File: src/rtl/modulo_controle_ataque_pkg.sv
// Shared encodings for the attack-control stage: FSM states, hh1 modes,
// 7-segment status codes and the playable board limits.
package modulo_controle_ataque_pkg;

  // FSM state encodings
  localparam logic [1:0] ST_IDLE    = 2'd0;
  localparam logic [1:0] ST_POSICAO = 2'd1;
  localparam logic [1:0] ST_ATAQUE  = 2'd2;
  localparam logic [1:0] ST_FIM     = 2'd3;

  // Mode switch (hh1) encodings
  localparam logic [1:0] MODE_IDLE = 2'b00;
  localparam logic [1:0] MODE_POS  = 2'b01;
  localparam logic [1:0] MODE_ATK  = 2'b10;
  localparam logic [1:0] MODE_VIEW = 2'b11;

  // Status codes shown on the 7-segment mux
  localparam logic [3:0] STS_IDLE = 4'h0;
  localparam logic [3:0] STS_POS  = 4'h1;
  localparam logic [3:0] STS_ATK  = 4'h2;
  localparam logic [3:0] STS_WIN  = 4'h3;
  localparam logic [3:0] STS_LOSE = 4'h4;
  localparam logic [3:0] STS_ERR  = 4'hE;

  // Board limits: rows 0..6, cols 0..4
  localparam logic [2:0] ROW_MAX = 3'd6;
  localparam logic [2:0] COL_MAX = 3'd4;

  // hh2 packs {row[2:0], col[2:0]}; true when the coordinate lies on the board
  function automatic logic coord_in_range(input logic [5:0] coord);
    return (coord[5:3] <= ROW_MAX) && (coord[2:0] <= COL_MAX);
  endfunction

endpackage

File: src/rtl/modulo_debounce.sv
// Push-button debouncer: 2-FF synchronizer, stability counter and a one-cycle
// pulse on each accepted press (released -> pressed). Button is active-low.
module modulo_debounce #(
  parameter int DEB_CYCLES = 500000,
  parameter int DEB_W      = 19
) (
  input  logic clk,
  input  logic clr,
  input  logic i_btn_n,
  output logic o_pulse
);

  localparam logic [DEB_W-1:0] CNT_LAST = DEB_W'(DEB_CYCLES - 1);

  logic             r_sync1;
  logic             r_sync2;
  logic             r_stable;
  logic             r_stable_d;
  logic             r_pulse;
  logic [DEB_W-1:0] r_cnt;

  // Bring the asynchronous button into the clk domain.
  // The debouncer clears to "pressed" so a button held through reset never
  // produces a press; a release must be accepted first.
  always_ff @(posedge clk or negedge clr) begin
    if (!clr) begin
      r_sync1 <= 1'b0;
      r_sync2 <= 1'b0;
    end else begin
      // NOTE: non-blocking so both flops sample the pre-edge values and form a real two-stage chain.
      r_sync1 <= i_btn_n;
      r_sync2 <= r_sync1;
    end
  end

  // Count consecutive samples that differ from the accepted level; a sample
  // equal to the accepted level restarts the count.
  always_ff @(posedge clk or negedge clr) begin
    if (!clr) begin
      r_cnt    <= '0;
      r_stable <= 1'b0;
    end else if (r_sync2 == r_stable) begin
      r_cnt <= '0;
    end else if (r_cnt == CNT_LAST) begin
      r_cnt    <= '0;
      r_stable <= r_sync2;
    end else begin
      r_cnt <= r_cnt + 1'b1;
    end
  end

  // One-cycle pulse on an accepted falling level (press).
  always_ff @(posedge clk or negedge clr) begin
    if (!clr) begin
      r_stable_d <= 1'b0;
      r_pulse    <= 1'b0;
    end else begin
      r_stable_d <= r_stable;
      r_pulse    <= r_stable_d & ~r_stable;
    end
  end

  assign o_pulse = r_pulse;

endmodule

File: src/rtl/modulo_controle_ataque.sv
// Game-control stage: debounced confirm, phase FSM driven by hh1, coordinate
// validation, registered matrix strobes, hit/shot counters and status code.
module modulo_controle_ataque
  import modulo_controle_ataque_pkg::*;
#(
  parameter int DEB_CYCLES = 500000,
  parameter int DEB_W      = 19,
  parameter int MAX_SHOTS  = 20,
  parameter int SHIP_CELLS = 9
) (
  input  logic       clk,
  input  logic       clr,
  input  logic       button_confirmation,
  input  logic [1:0] hh1,
  input  logic [5:0] hh2,
  input  logic       cell_occupied,
  input  logic       cell_attacked,
  output logic       confirm_pulse,
  output logic       store_pos,
  output logic       store_at,
  output logic       clr_mats,
  output logic       hit_flag,
  output logic [3:0] hit_count,
  output logic [4:0] shots_left,
  output logic [3:0] status,
  output logic       game_over
);

  localparam logic [4:0] SHOTS_INIT = 5'(MAX_SHOTS);
  localparam logic [3:0] HITS_WIN   = 4'(SHIP_CELLS);

  logic       w_confirm;
  logic       w_idle_cfm;
  logic       w_pos_cfm;
  logic       w_atk_cfm;
  logic       w_shot_bad;
  logic       w_shot_ok;
  logic       w_shot_rej;
  logic       w_cfm_accepted;
  logic [3:0] w_hits_next;
  logic [4:0] w_shots_next;
  logic       w_win;
  logic       w_game_end;
  logic [1:0] w_state_next;

  logic [1:0] r_state;
  logic [1:0] r_hh1_q;
  logic       r_pos_valid;
  logic [3:0] r_hit_count;
  logic [4:0] r_shots_left;
  logic       r_hit_flag;
  logic       r_won;
  logic       r_err;
  logic       r_store_pos;
  logic       r_store_at;
  logic       r_clr_mats;

  modulo_debounce #(
    .DEB_CYCLES (DEB_CYCLES),
    .DEB_W      (DEB_W)
  ) u_debounce (
    .clk     (clk),
    .clr     (clr),
    .i_btn_n (button_confirmation),
    .o_pulse (w_confirm)
  );

  // Confirm decode uses the registered state, so an hh1 change in the same
  // cycle does not affect which action the press performs.
  assign w_idle_cfm     = w_confirm && (r_state == ST_IDLE);
  assign w_pos_cfm      = w_confirm && (r_state == ST_POSICAO);
  assign w_atk_cfm      = w_confirm && (r_state == ST_ATAQUE);
  assign w_shot_bad     = !coord_in_range(hh2) || cell_attacked || !r_pos_valid;
  assign w_shot_ok      = w_atk_cfm && !w_shot_bad;
  assign w_shot_rej     = w_atk_cfm && w_shot_bad;
  assign w_cfm_accepted = w_idle_cfm || w_pos_cfm || w_shot_ok;

  // Saturating post-shot counter values; the end-of-game test looks at these.
  assign w_hits_next  = (cell_occupied && (r_hit_count < HITS_WIN)) ? r_hit_count + 4'd1
                                                                      : r_hit_count;
  assign w_shots_next = (r_shots_left == 5'd0) ? 5'd0 : r_shots_left - 5'd1;
  assign w_win        = (w_hits_next == HITS_WIN);
  assign w_game_end   = w_shot_ok && (w_win || (w_shots_next == 5'd0));

  // Next state: follow hh1 (11 holds), FIM only exits on hh1=00, a finishing shot forces FIM.
  always_comb begin
    // NOTE: default first so every path assigns w_state_next and no latch is inferred.
    w_state_next = r_state;
    if (r_state == ST_FIM) begin
      if (hh1 == MODE_IDLE) w_state_next = ST_IDLE;
    end else if (w_game_end) begin
      w_state_next = ST_FIM;
    end else begin
      case (hh1)
        MODE_IDLE: w_state_next = ST_IDLE;
        MODE_POS:  w_state_next = ST_POSICAO;
        MODE_ATK:  w_state_next = ST_ATAQUE;
        default:   w_state_next = r_state;
      endcase
    end
  end

  // State register plus the previous hh1 used to detect mode changes.
  always_ff @(posedge clk or negedge clr) begin
    if (!clr) begin
      r_state <= ST_IDLE;
      r_hh1_q <= MODE_IDLE;
    end else begin
      r_state <= w_state_next;
      r_hh1_q <= hh1;
    end
  end

  // Placement validity, counters and last-shot hit flag.
  always_ff @(posedge clk or negedge clr) begin
    if (!clr) begin
      r_pos_valid  <= 1'b0;
      r_hit_count  <= 4'd0;
      r_shots_left <= SHOTS_INIT;
      r_hit_flag   <= 1'b0;
    end else if (w_idle_cfm || w_pos_cfm) begin
      r_pos_valid  <= w_pos_cfm;
      r_hit_count  <= 4'd0;
      r_shots_left <= SHOTS_INIT;
      r_hit_flag   <= 1'b0;
    end else if (w_shot_ok) begin
      r_hit_count  <= w_hits_next;
      r_shots_left <= w_shots_next;
      r_hit_flag   <= cell_occupied;
    end
  end

  // Game result latched on the finishing shot; shown while in FIM.
  always_ff @(posedge clk or negedge clr) begin
    if (!clr) begin
      r_won <= 1'b0;
    end else if (w_game_end) begin
      r_won <= w_win;
    end
  end

  // Error flag: set by a rejected shot, held until an accepted confirm or an hh1 change.
  always_ff @(posedge clk or negedge clr) begin
    if (!clr) begin
      r_err <= 1'b0;
    end else if (w_shot_rej) begin
      r_err <= 1'b1;
    end else if (w_cfm_accepted || (hh1 != r_hh1_q)) begin
      r_err <= 1'b0;
    end
  end

  // One-cycle strobes, registered from the confirm cycle; mutually exclusive by state.
  always_ff @(posedge clk or negedge clr) begin
    if (!clr) begin
      r_clr_mats  <= 1'b0;
      r_store_pos <= 1'b0;
      r_store_at  <= 1'b0;
    end else begin
      r_clr_mats  <= w_idle_cfm;
      r_store_pos <= w_pos_cfm;
      r_store_at  <= w_shot_ok;
    end
  end

  // Status mirrors the state unless an error is pending.
  always_comb begin
    status = STS_IDLE;
    if (r_err) begin
      status = STS_ERR;
    end else begin
      case (r_state)
        ST_POSICAO: status = STS_POS;
        ST_ATAQUE:  status = STS_ATK;
        ST_FIM:     status = r_won ? STS_WIN : STS_LOSE;
        default:    status = STS_IDLE;
      endcase
    end
  end

  assign confirm_pulse = w_confirm;
  assign store_pos     = r_store_pos;
  assign store_at      = r_store_at;
  assign clr_mats      = r_clr_mats;
  assign hit_flag      = r_hit_flag;
  assign hit_count     = r_hit_count;
  assign shots_left    = r_shots_left;
  assign game_over     = (r_state == ST_FIM);

endmodule

File: config.mk
export PLATFORM = sky130hd
export DESIGN_NAME = modulo_controle_ataque
export DESIGN_NICKNAME = d
export VERILOG_FILES = /design/src/rtl/modulo_controle_ataque_pkg.sv /design/src/rtl/modulo_debounce.sv /design/src/rtl/modulo_controle_ataque.sv
export SDC_FILE = /design/constraint.sdc
export NUM_CORES = 1
export LEC_CHECK = 0
export CAP_MARGIN = 20
export CORE_MARGIN = 4
export CORE_UTILIZATION = 45
export DETAILED_ROUTE_END_ITERATION = 8
export PLACE_DENSITY_LB_ADDON = 0.08
export SLEW_MARGIN = 10
export SYNTH_ARGS = -nofsm -noshare
export SYNTH_HDL_FRONTEND = slang
export SYNTH_SLANG_ARGS = --single-unit
export TNS_END_PERCENT = 1
File: constraint.sdc
create_clock -name clk -period 2.5 [get_ports clk]
set_input_delay 0.625 -clock clk [delete_from_list [all_inputs] [get_ports clk]]
set_output_delay 0.625 -clock clk [all_outputs]
set_load 0.05 [all_outputs]
==> results.md, run 1 <==
- The routed length per placed instance is between 10 and 15 µm.
- For the worst-skew pair, the clock arrives at the later sink with an insertion delay of 290 ps.
- The final layout net count is about 280.
- Clock skew on the completed layout was measured at approximately 10 ps.
- The power density normalized to cell area is 481 mW/mm².
- Summing every instance area after synthesis gives 0.00221 mm².
- The detailed-routing iteration count for the pre-antenna-repair pass is 4.
- Summed over all instances, the cell type with the most area after synthesis is sky130_fd_sc_hd__dfrtp_1.
- The reg-to-reg critical path startpoint is shots_left[0]$_DFFE_PN0P_.
- The critical path startpoint category is a register.
- In this run the deepest clock path goes through 2 buffers.
- Entering global routing, the biggest net connects between 40 and 50 pins.
- The number of buffer and inverter stages on the critical path is 1.
- After layout, the worst path uses 95.8% of the clock period.
- The worst setup slack after layout is 106 ps.
- The share of the Yosys chip area taken by registers is about half.
- The most common flop cell mapped by yosys is sky130_fd_sc_hd__dfrtp_1.
- The initial antenna violation count is 0.
- The hold violation total from the final report is 0.
- The worst register-to-register path ends at r_state[0]$_DFFE_PN0P_.
- The run finished with clean final reports.
- The maximum fanout along the worst path is 7.
- Routability-driven placement finished with a final weighted congestion of approximately 0.83.
- The share of total power dissipated in the clock network is 35.2%.
- The worst hold path belongs to the class reg2reg.
- For the worst setup path, the data arrival time is 1770 ps.
- The floorplan die width is 78.1 µm.
- Once the floorplan was initialized, standard cells occupied 46.6% of the core.
- Buffers inserted to repair hold after CTS numbered 0.
- The via count of the routed design is 1,629.
- The number of antenna diodes in the final layout is 0.
- The filler-free cell count of the finished design is 324.
- Summed over all nets, the half-perimeter wirelength after detailed placement is just under 3 mm.
- The switching power is 310 µW.
- The count of final max-slew check failures was 0.
- The required time reported for the critical path endpoint is approximately 1900 ps.
- After detailed routing, the total wire length is just over 4 mm.
- The worst hold path was traced through 0 stages.
- Synthesis produced a netlist with a net count of 238.
- The number of different library cells in the post-synthesis netlist is 48.
- The net switching fraction of the power is 23.8%.
- Summed over all layers, the global routing overflow is 0.
- The final-layout setup total negative slack is 0 ps.
- The critical path's top delay family is buffers and inverters.
- Counting cells, the worst reg-to-reg path comes to 7.
- The worst slack at placement is 272 ps.
- The leakage power summed over all cells is 1.24 nW.
- The logic gate share of total power is 8.5%.
- Across every metal layer, demand over resource in global routing totals about 15%.
- Counting tap cells, the placed design contains a total of 316 instances.
- The post-synthesis async set-or-reset flop share is 100%.
- Hold timing on the final database bottoms out at a slack of 353 ps.
- The tree built by TritonCTS fans out to between 40 and 50 sinks.
- The synthesized design devotes to its leading area cell type 47.5% of total area.
- The die area is 0.00610 mm².
- The path with the worst hold slack has its endpoint at u_debounce.r_sync2$_DFF_PN0_.
- After clock tree synthesis, the clock-pin slew on the worst setup and hold paths is 80 ps.
- The signal on the critical path passes through clkdlybuf4s50_1.
- The clock tree root driver cell is sky130_fd_sc_hd__clkbuf_8.
- The height of the die is 78.1 µm.
- The launch point of the worst hold path is u_debounce.r_sync1$_DFF_PN0_.
- The sequential share of power is 56.4%.
- STA classifies the critical path endpoint as an output pin.
- The clock tree synthesis step divided the H-tree into 2 levels.
- The number of top-level pins is 32.
- The fraction of final layout cells with drive strength greater than 1 is roughly a tenth.
- During synthesis, Yosys emitted a total of 0 warnings.
- The internal portion of the total power is 993 µW.
- The area overhead of the layout relative to synthesis is 22.4%.
- The total CTS buffers is 5.
- The cell count after synthesis came out at 218.
- The area of the core region is 0.00475 mm².
- The global-route wire length before repair is 7.12 mm.
- The synthesized design contains 0 enable-type register cells.
- Counting I/O delays and the setup requirement, the final critical path takes 2390 ps.
- In this run the tool buffered the top-level ports with 31 buffer cells.
- The number of cell rows is 25.
- The post-synthesis sequential element count is 44.
- The largest vdd supply drop is 285 µV.
- The worst pin sits at a relative slew slack of 64.2%.
- The max-capacitance violation count is 0.
- For this run, design rule violations remaining after detail routing come to 0.
- The setup slack of the worst register-to-register path is just over 600 ps.
- After synthesis, the cell types taking the most area are sky130_fd_sc_hd__dfrtp_1 (47%), sky130_fd_sc_hd__xnor2_1 (5.1%), sky130_fd_sc_hd__nor2_1 (5.1%), sky130_fd_sc_hd__ha_1 (4.0%), sky130_fd_sc_hd__nand3_1 (3.2%).
- Static timing analysis puts the maximum clock frequency at 0.418 GHz.
- The standard cell with the maximum stage delay on the critical path is sky130_fd_sc_hd__clkdlybuf4s50_1.
- TritonCTS built the clock tree.
- The measured slew at the worst slew-check pin is 537 ps.
- A synthesized cell averages between 10 and 15 µm².
- The number of DRC markers in iteration 0 is 38.
- In this run the remaining antenna-violating nets after routing total 0.
- In this design, the stage delay of the slowest critical-path cell is 830 ps.
- The via count of the first global-routing pass was 1,581.
- In the routed layout, each cell is associated on average with a via count of 5.03.
- The type of the worst setup path is reg2out.
- Setup repair after global routing left no endpoint under its margin.
- Setup violations remaining at the end of the flow were counted as 0.
==> logic make-up (layout without fill, tap and decap cells) <==
logic type               count (synthesis)  count (layout)  synth area share (%)
XOR/XNOR                                21              21                  8.31
flip-flops                              44              44                  49.9
AO/OA/AOI/OAI                           32              32                  10.0
buffers and inverters                   17              56                  3.39
adder cells (fa/ha/maj)                  7               7                  3.96
AND/OR/NAND/NOR                         94              94                  23.0
multiplexers                             3               3                  1.47
==> flip-flops by register name (all words and copies together) (netlist names), 2 cells and up <==
signal / count
hit_count: 4
shots_left: 5
r_state: 2
r_hh1_q: 2
u_debounce.r_cnt: 19
==> layout by cell type (no fill, tap or decap), drive strengths merged, types with 4 or more instances in the layout <==
cell type | netlist | layout
inv | 12 | 12
nand3 | 14 | 14
clkdlybuf4s50 | 0 | 26
nor2b | 5 | 5
xor2 | 8 | 8
nand2b | 4 | 4
dfrtp | 42 | 42
nor3 | 5 | 5
a21oi | 5 | 5
nand2 | 17 | 17
nand4 | 4 | 4
clkbuf | 2 | 7
xnor2 | 13 | 13
buf | 3 | 7
ha | 7 | 7
nor2 | 31 | 31
o21ai | 7 | 7
==> synthesized netlist by cell type, drive strengths merged (3+ instances only) <==
library cell	number
nor2	31
a21oi	5
nand2b	4
nand2	17
ha	7
o21a	3
dfrtp	42
buf	3
inv	12
nand4	4
and4	3
nand3	14
o21ai	7
nor3	5
nor2b	5
xnor2	13
xor2	8
==> cell type report <==
class	count	area [µm²]
sequential	44	1100
tap	67	83.8
clock buffer	7	86.3
timing repair buffer	36	348
multi-input combinational	157	1030
clock inverter	1	7.51
fill	445	2050
inverter	12	45.0
==> worst max path at each step <==
stage	start	to	slack, ps	cells past startpoint
floorplan	r_state[1]$_DFFE_PN0P_	status[2]	230	3
global placement	hh2[1]	r_state[0]$_DFFE_PN0P_	300	7
detailed placement	hh2[1]	r_state[0]$_DFFE_PN0P_	270	7
CTS	r_state[0]$_DFFE_PN0P_	status[1]	20	4
global route	shots_left[2]$_DFFE_PN1P_	shots_left[2]	50	1
finish	shots_left[2]$_DFFE_PN1P_	shots_left[2]	110	1
==> timing repair <==
| action | 4_1_cts | 5_1_grt |
|---|---|---|
| setup endpoints to repair | 0 | 3 |
| buffers inserted | 0 | 0 |
| gates resized for setup | 0 | 3 |
==> per-layer routing <==
metal | track usage [%] | share of wire [%]
met5 | 0 | 0
met4 | 6.82 | 1.9
met3 | 2.98 | 4.7
met2 | 24.6 | 46
met1 | 18.1 | 47
==> power by group through the flow <==
stage	clock network (mW)	logic, mW	registers, mW
floorplan	0	0.0603	0.746
global placement	0	0.113	0.748
detailed placement	0	0.113	0.748
CTS	0.478	0.114	0.734
global route	0.509	0.122	0.736
finish	0.458	0.110	0.734
==> stage by stage <==
stage / area (µm²) / util, % / power (mW)
finish: 2710 / 57.0 / 1.30
floorplan: 2210 / - / 0.806
global route: 2710 / 57.0 / 1.37
global placement: 2610 / 54.8 / 0.861
detailed placement: 2610 / 54.8 / 0.862
CTS: 2700 / 56.8 / 1.33
Power figures use the tool's default switching activity.
==> run 2, diff against run 1 <==
--- a/config.mk
+++ b/config.mk
@@ -9,6 +9,7 @@
 export CORE_MARGIN = 4
 export CORE_UTILIZATION = 45
 export DETAILED_ROUTE_END_ITERATION = 8
+export GPL_TIMING_DRIVEN = 0
 export PLACE_DENSITY_LB_ADDON = 0.08
 export SLEW_MARGIN = 10
 export SYNTH_ARGS = -nofsm -noshare
==> run 2 against run 1 <==
Against the previous run:
- sequential power about the same
- largest power group is now clock
- global-route usage grew 0.95 points
- count of clock-buffer cells in the layout down 2
- maximum frequency rose by 0.18%
- clock skew down 2.9 ps
- routed wire length is 6.8% higher
- critical path type unchanged
- die area is the same
- core utilization rose by 1.6 points
==> results.md, run 2 (synthesis results as in run 1) <==
- The overall routed net length is 4.30 mm (+6.8%).
- The standard cell with the maximum stage delay on the critical path is sky130_fd_sc_hd__clkdlybuf4s50_1.
- The number of buffer and inverter stages on the critical path came to 1 (unchanged).
- The count of fill cells added during filler insertion is 434 (-2.5%).
- The count of instances resized after the clock tree is built is 2 (+2).
- The floorplan die width was 78.1 µm (unchanged).
- The initial antenna violation count is 0 (unchanged).
- The total placed cells including tap cells is 317 (+0.32%).
- The diode insertion count for antenna repair is 0 (unchanged).
- The die area is 0.00610 mm² (unchanged).
- The net switching fraction of the power is 20.1% (-3.6 points).
- The logic gate share of total power is 7.1% (-1.4 points).
- From synthesis to final layout, the design area changed by 25.8%.
- The number of setup violations in the final report is 0 (unchanged).
- The final critical delay including setup and external delays is 2390 ps (-4.22 ps).
- The total CTS buffers came to 5 (unchanged).
- The highest cell delay on the worst timing path was 830 ps (about the same).
- The worst-case hold slack was 263 ps (-90.6 ps).
- The number of remaining DRC errors is 0 (unchanged).
- The final-layout setup total negative slack is 0 ps (unchanged).
- The switching power was 320 µW (+3.2%).
- The final layout net count is 277 (+0.36%).
- The maximum achievable frequency is 0.418 GHz (+0.18%).
- Leaving out fill and tap cells, the most frequent cell in the layout is sky130_fd_sc_hd__dfrtp_1.
- The routed length per placed instance is 13.2 µm (+6.5%).
- The count of final max-slew check failures is 0 (unchanged).
- The worst register-to-register path ends at r_state[0]$_DFFE_PN0P_.
- The fraction of final layout cells with drive strength greater than 1 is 10.1% (-0.43 points).
- Setup repair after global routing left no endpoint under its margin.
- The kind of end point of the critical path is an output pin.
- The number of nets still failing antenna checks after routing is 0 (unchanged).
- The initial cell density of the core was 46.6% (unchanged).
- The run finished with clean final reports.
- The worst setup slack after layout is 110 ps (+4.22 ps).
- The largest vdd supply drop is 277 µV (-2.9%).
- The count of buffers from port buffering was 31 (unchanged).
- The post-CTS setup repair buffer count came to 0 (unchanged).
- The type of the worst setup path is reg2out.
- The via count of the routed design is 1,638 (+0.55%).
- The detailed-routing iteration count for the pre-antenna-repair pass came to 4 (unchanged).
- The critical path's top delay family is buffers and inverters.
- The number of cell rows is 25 (unchanged).
- The number of H-tree levels is 2 (unchanged).
- The via density per instance is 5.04 (+0.24%).
- The number of DRC markers in iteration 0 is 89 (+130%).
- The area taken by multi-input logic gates is 0.00103 mm² (unchanged).
- The measured slew at the worst slew-check pin is 517 ps (-20.0 ps).
- The worst slack at placement is 125 ps (-147 ps).
- The global-route wire length before repair is 7.56 mm (+6.1%).
- The period utilization came to 95.6% (-0.17 points).
- The clock latency of the later-clocked register in the worst-skew pair is 300 ps (about the same).
- The flip-flop count of the largest register, all copies and words added is 19 (unchanged).
- In the layout the commonest cells are sky130_fd_sc_hd__dfrtp_1 (42), sky130_fd_sc_hd__nor2_1 (30), sky130_fd_sc_hd__clkdlybuf4s50_1 (26).
- The height of the die was 78.1 µm (unchanged).
- The reg-to-reg critical path startpoint is hit_count[0]$_DFFE_PN0P_.
- The clock sink total came to 44 (unchanged).
- The number of top-level pins was 32 (unchanged).
- In this run the worst hold path is classified as in2async.
- The hold violation total from the final report was 0 (unchanged).
- The sum of net half-perimeters after detailed placement is 3.08 mm (+3.9%).
- The total overflow reported by the global router was 0 (unchanged).
- The buffer levels on the longest clock path is 2 (unchanged).
- Walking the worst path, the cells encountered are clkdlybuf4s50_1.
- The post-layout utilization of the core is 58.6% (+1.6 points).
- The internal power of the cells is 1.27 mW (+28%).
- The total global routing track utilization is 15.6% (+0.95 points).
- The maximum fanout along the worst path is 7 (unchanged).
- The weighted congestion at the end of routability-driven global placement was 0.799 (-3.3%).
- The power density normalized to cell area is 570 mW/mm² (+19%).
- The tree is rooted in a sky130_fd_sc_hd__clkbuf_8.
- The filler-free cell count of the finished design was 325 (+0.31%).
- The share of total power in the clock network is 46.6% (+11 points).
- The max-capacitance violation count is 0 (unchanged).
- The number of buffers inserted by hold repair at cts is 0 (unchanged).
- The maximum number of pins on one net before global-route repair is 27 (-40%).
- The sequential share of power is 46.2% (-10 points).
- The via count of the first global-routing pass is 1,609 (+1.8%).
- The setup slack of the worst register-to-register path came to 550 ps (-70 ps).
- The area of the core region came to 0.00475 mm² (unchanged).
- The TritonCTS clock tree is yes.
- The leakage power summed over all cells was 1.27 nW (+2.4%).
- The area occupied by registers is 0.00110 mm² (unchanged).
- The number of cells traversed by the worst register-to-register path is 7 (unchanged).
- The critical path startpoint category is a register.
- The required time reported for the critical path endpoint is 1880 ps (about the same).
- The CTS clock-pin slew for the worst setup and hold paths came to 90 ps (about the same).
- Ranked by flip-flop count, first place goes to u_debounce.r_cnt.
- The data arrival at the endpoint of the critical path is 1760 ps (about the same).
- The headroom to the max-slew limit was 65.5% (+1.3 points).
- The clock skew is 7.10 ps (-2.89 ps).
## run 2: how the worst max path moves through the flow
stage | start | endpoint | depth (start not counted)
after floorplan | r_state[1]$_DFFE_PN0P_ | status[2] | 3
after global placement | clr | u_debounce.r_cnt[16]$_DFF_PN0_ | 1
after detailed placement | cell_occupied | r_state[0]$_DFFE_PN0P_ | 5
after CTS | r_state[0]$_DFFE_PN0P_ | status[0] | 3
after global routing | shots_left[2]$_DFFE_PN1P_ | shots_left[2] | 1
final | shots_left[2]$_DFFE_PN1P_ | shots_left[2] | 1
## run 2: power groups by stage
stage / Clock [mW] / Combinational [mW] / Sequential (mW)
after CTS: 0.766 / 0.116 / 0.734
after global routing: 0.792 / 0.125 / 0.737
after floorplan: 0 / 0.0603 / 0.746
after global placement: 0 / 0.114 / 0.748
after detailed placement: 0 / 0.117 / 0.748
final: 0.741 / 0.113 / 0.734
## run 2: routing by layer
metal	global-route usage (%)	wire length, µm	vias to the layer above	part of all wire [%]
li1	-	-	824	-
met1	20.7	2070	771	48
met2	24.3	1920	36	45
met3	4.47	242	7	5.6
met4	5.77	59	0	1.4
met5	0	0	-	0
## run 2: layout make-up
class / count / area share, %
inverters: 12 / 1.62
well taps: 67 / 3.01
flip-flops and latches: 44 / 39.6
plain buffers: 5 / 1.08
repair buffers: 32 / 11.8
clock inverters: 3 / 3.24
clock buffers: 5 / 2.47
multi-input cells: 157 / 37.2
## run 2: metrics by stage
step	power (mW)	instance area [µm²]
after floorplan	0.806	2210
after global placement	0.862	2610
after detailed placement	0.866	2620
after CTS	1.62	2780
after global routing	1.65	2780
final	1.59	2780
==> run 3, diff against run 2 <==
--- a/config.mk
+++ b/config.mk
@@ -8,7 +8,9 @@
 export CAP_MARGIN = 20
 export CORE_MARGIN = 4
 export CORE_UTILIZATION = 45
+export CTS_BUF_LIST = sky130_fd_sc_hd__clkbuf_2 sky130_fd_sc_hd__clkbuf_4 sky130_fd_sc_hd__clkbuf_8
 export DETAILED_ROUTE_END_ITERATION = 8
+export DONT_BUFFER_PORTS = 1
 export GPL_TIMING_DRIVEN = 0
 export PLACE_DENSITY_LB_ADDON = 0.08
 export SLEW_MARGIN = 10
==> constraint.sdc (replaced) <==
create_clock -name clk -period 2.11 [get_ports clk]
set_input_delay 0.5275 -clock clk [delete_from_list [all_inputs] [get_ports clk]]
set_output_delay 0.5275 -clock clk [all_outputs]
set_load 0.05 [all_outputs]
==> run 3 against run 2 <==
Against the previous run:
- sequential share of layout area grew 5.1 points
- count of clock-buffer cells in the layout rose by 3
- critical path depth up 2
- register-to-register slack worse by 450 ps
- core utilization down 6.4 points
- clock power down 24%
- first-iteration DRC count decreased by 37%
- sequential power is 19% higher
- final cell count down 9.2%
- combinational power is essentially flat
- largest power group is now sequential cells
==> results.md, run 3 (synthesis results as in run 1) <==
- The run finished with clean final reports.
- The leakage power summed over all cells is 1.08 nW (-15%).
- The overall routed net length came to 4.23 mm (-1.5%).
- The area occupied by registers was 0.00111 mm² (+0.57%).
- The routed length per placed instance is 14.3 µm (+8.5%).
- The post-layout utilization of the core is 52.2% (-6.4 points).
- The final layout net count is 247 (-11%).
- The highest cell delay on the worst timing path came to 490 ps (-340 ps).
- Setup repair after global routing left no endpoint under its margin.
- The number of nets still failing antenna checks after routing is 0 (unchanged).
- The detailed-routing iteration count for the pre-antenna-repair pass is 4 (unchanged).
- The initial antenna violation count came to 0 (unchanged).
- The via count of the routed design is 1,589 (-3.0%).
- The total global routing track utilization is 14.6% (-1.0 points).
- The diode insertion count for antenna repair is 0 (unchanged).
- The measured slew at the worst slew-check pin is 653 ps (+136 ps).
- The critical path startpoint category is a register.
- The power density normalized to cell area was 622 mW/mm² (+9.0%).
- The worst path needs about 2000 ps of the cycle, external delays included.
- The data arrival at the endpoint of the critical path is 1520 ps (-240 ps).
- In the layout the commonest cells are sky130_fd_sc_hd__dfrtp_1 (37), sky130_fd_sc_hd__nor2_1 (29), sky130_fd_sc_hd__nand2_1 (16).
- The area overhead of the layout relative to synthesis is 12.1%.
- The number of top-level pins was 32 (unchanged).
- The instance area after placement is 0.00230 mm² (-12%).
- The headroom to the max-slew limit is 56.5% (-9.0 points).
- The number of H-tree levels came to 2 (unchanged).
- The total overflow reported by the global router is 0 (unchanged).
- The count of buffers from port buffering is 0 (-100%).
- The library cell used most frequently in the layout, excluding fill and tap cells, is sky130_fd_sc_hd__dfrtp_1.
- The number of setup violations in the final report is 0 (unchanged).
- The via density per instance is 5.39 (+6.9%).
- The largest individual stage delay along the critical path comes from the cell sky130_fd_sc_hd__dfrtp_1.
- The count of fill cells added during filler insertion was 447 (+3.0%).
- The number of DRC markers in iteration 0 is 56 (-37%).
- The clock sink total is 44 (unchanged).
- The final-layout setup total negative slack came to 0 ps (unchanged).
- The maximum achievable frequency is 0.489 GHz.
- In the finished design, the share of the clock period the worst path needs comes to 96.8%.
- The area of the core region is 0.00475 mm² (unchanged).
- The total CTS buffers is 5 (unchanged).
- The flip-flop count of the largest register, all copies and words added is 19 (unchanged).
- The clock skew is 8.38 ps (+1.27 ps).
- The fraction of final layout cells with drive strength greater than 1 came to 16.2% (+6.2 points).
- The final instance area is 0.00248 mm² (-11%).
- The die area is 0.00610 mm² (unchanged).
- The required time reported for the critical path endpoint is 1580 ps (-300 ps).
- The maximum fanout along the worst path is 7 (unchanged).
- The weighted congestion at the end of routability-driven global placement is 0.850 (+6.3%).
- The critical path goes through inv_1, nor2_4, a21o_4.
- The max-capacitance violation count was 0 (unchanged).
- In this run the clock root is driven by a sky130_fd_sc_hd__clkbuf_8.
- The worst setup path is captured at an output pin.
- The largest register by flop count is u_debounce.r_cnt.
- The via count of the first global-routing pass is 1,514 (-5.9%).
- The global-route wire length before repair is 7.15 mm (-5.4%).
- The CTS clock-pin slew for the worst setup and hold paths is 80 ps (about the same).
- The height of the die is 78.1 µm (unchanged).
- The buffer levels on the longest clock path came to 2 (unchanged).
- The clock latency of the later-clocked register in the worst-skew pair is 290 ps (about the same).
- The largest vdd supply drop is 307 µV (+11%).
- The maximum number of pins on one net before global-route repair came to 43 (+59%).
- The number of remaining DRC errors is 0 (unchanged).
- In this run the worst hold path is classified as in2async.
- The sum of net half-perimeters after detailed placement came to 3.07 mm (-0.13%).
- The count of final max-slew check failures is 0 (unchanged).
- The initial cell density of the core was 46.6% (unchanged).
- The TritonCTS clock tree is yes.
- The area taken by multi-input logic gates is 0.00109 mm² (+5.1%).
- The floorplan die width is 78.1 µm (unchanged).
- The type of the worst setup path is reg2out.
- The number of cell rows is 25 (unchanged).
- The hold violation total from the final report is 0 (unchanged).
-- run 3: cell count changes in the layout (fill, tap and decap cells not counted), moves of 2 or more --
cell                              before  now
sky130_fd_sc_hd__clkbuf_4              0    2
sky130_fd_sc_hd__clkdlybuf4s50_1      26    0
sky130_fd_sc_hd__dlymetal6s2s_1        2    0
sky130_fd_sc_hd__dfrtp_1              42   37
sky130_fd_sc_hd__dfrtp_2               0    5
sky130_fd_sc_hd__bufinv_16             3    0
sky130_fd_sc_hd__dlygate4sd2_1         2    0
-- run 3: what timing repair did --
| action | 4_1_cts | 5_1_grt |
|---|---|---|
| hold buffers | 1 | 0 |
| gates resized for setup | 7 | 6 |
| endpoints found under the setup margin | 4 | 5 |
| hold endpoints to repair | 42 | 0 |
| pin swaps | 0 | 2 |
| setup buffers | 0 | 1 |
-- run 3: worst paths after layout --
kind                                         startpoint  cells after the start                      endpoint  slack, ps
max                              r_state[1]$_DFFE_PN0P_                      3                     status[2]         70
min                                                 clr                      0     shots_left[2]$_DFFE_PN1P_         70
max reg2reg                    hit_count[0]$_DFFE_PN0P_                      7        r_state[0]$_DFFE_PN0P_        100
min reg2reg                u_debounce.r_sync1$_DFF_PN0_                      0  u_debounce.r_sync2$_DFF_PN0_        360
max in group asynchronous                           clr                      1     shots_left[0]$_DFFE_PN0P_       1820
min in group clk                                 hh1[0]                      0          r_hh1_q[0]$_DFF_PN0_        260
-- run 3: through the flow --
stage / worst slack (ps) / hold WS (ps) / total power [mW] / cells
2_1_floorplan: -24.6 / 232 / 0.956 / 218
4_1_cts: -6.08 / 61.0 / 1.56 / 294
3_5_place_dp: -201 / 233 / 0.972 / 285
5_1_grt: 0.502 / 49.3 / 1.61 / 295
6_report: 67.1 / 72.5 / 1.54 / 295
3_3_place_gp: -129 / 233 / 0.968 / 285
-- run 3: critical path, delay by kind of cell, from the launching register on --
kind                   cells  cell delay (ps)
AND/OR/NAND/NOR            1              310
flip-flops                 1              490
buffers and inverters      1              150
AO/OA/AOI/OAI              1              270
-- run 3: layer usage --
metal | share of wire (%) | track usage, %
met5 | 0 | 0
met4 | 2.7 | 5.77
met1 | 45 | 18.2
met3 | 4.9 | 3.56
met2 | 47 | 24.2
-- run 3: power breakdown --
| group | total [mW] | switching (mW) | leakage (nW) | internal [mW] |
|---|---|---|---|---|
| Clock | 0.561 | 0.268 | 0.0523 | 0.293 |
| Combinational | 0.110 | 0.0772 | 0.448 | 0.0326 |
| Sequential | 0.872 | 0.0154 | 0.581 | 0.857 |
-- run 3: layout make-up --
| type | count | share of cell area [%] |
|---|---|---|
| sequential | 44 | 44.7 |
| multi-input combinational | 157 | 43.8 |
| clock buffer | 8 | 3.93 |
| tap | 67 | 3.38 |
| inverter | 12 | 1.82 |
| buffer | 5 | 1.21 |
| timing repair buffer | 2 | 1.11 |
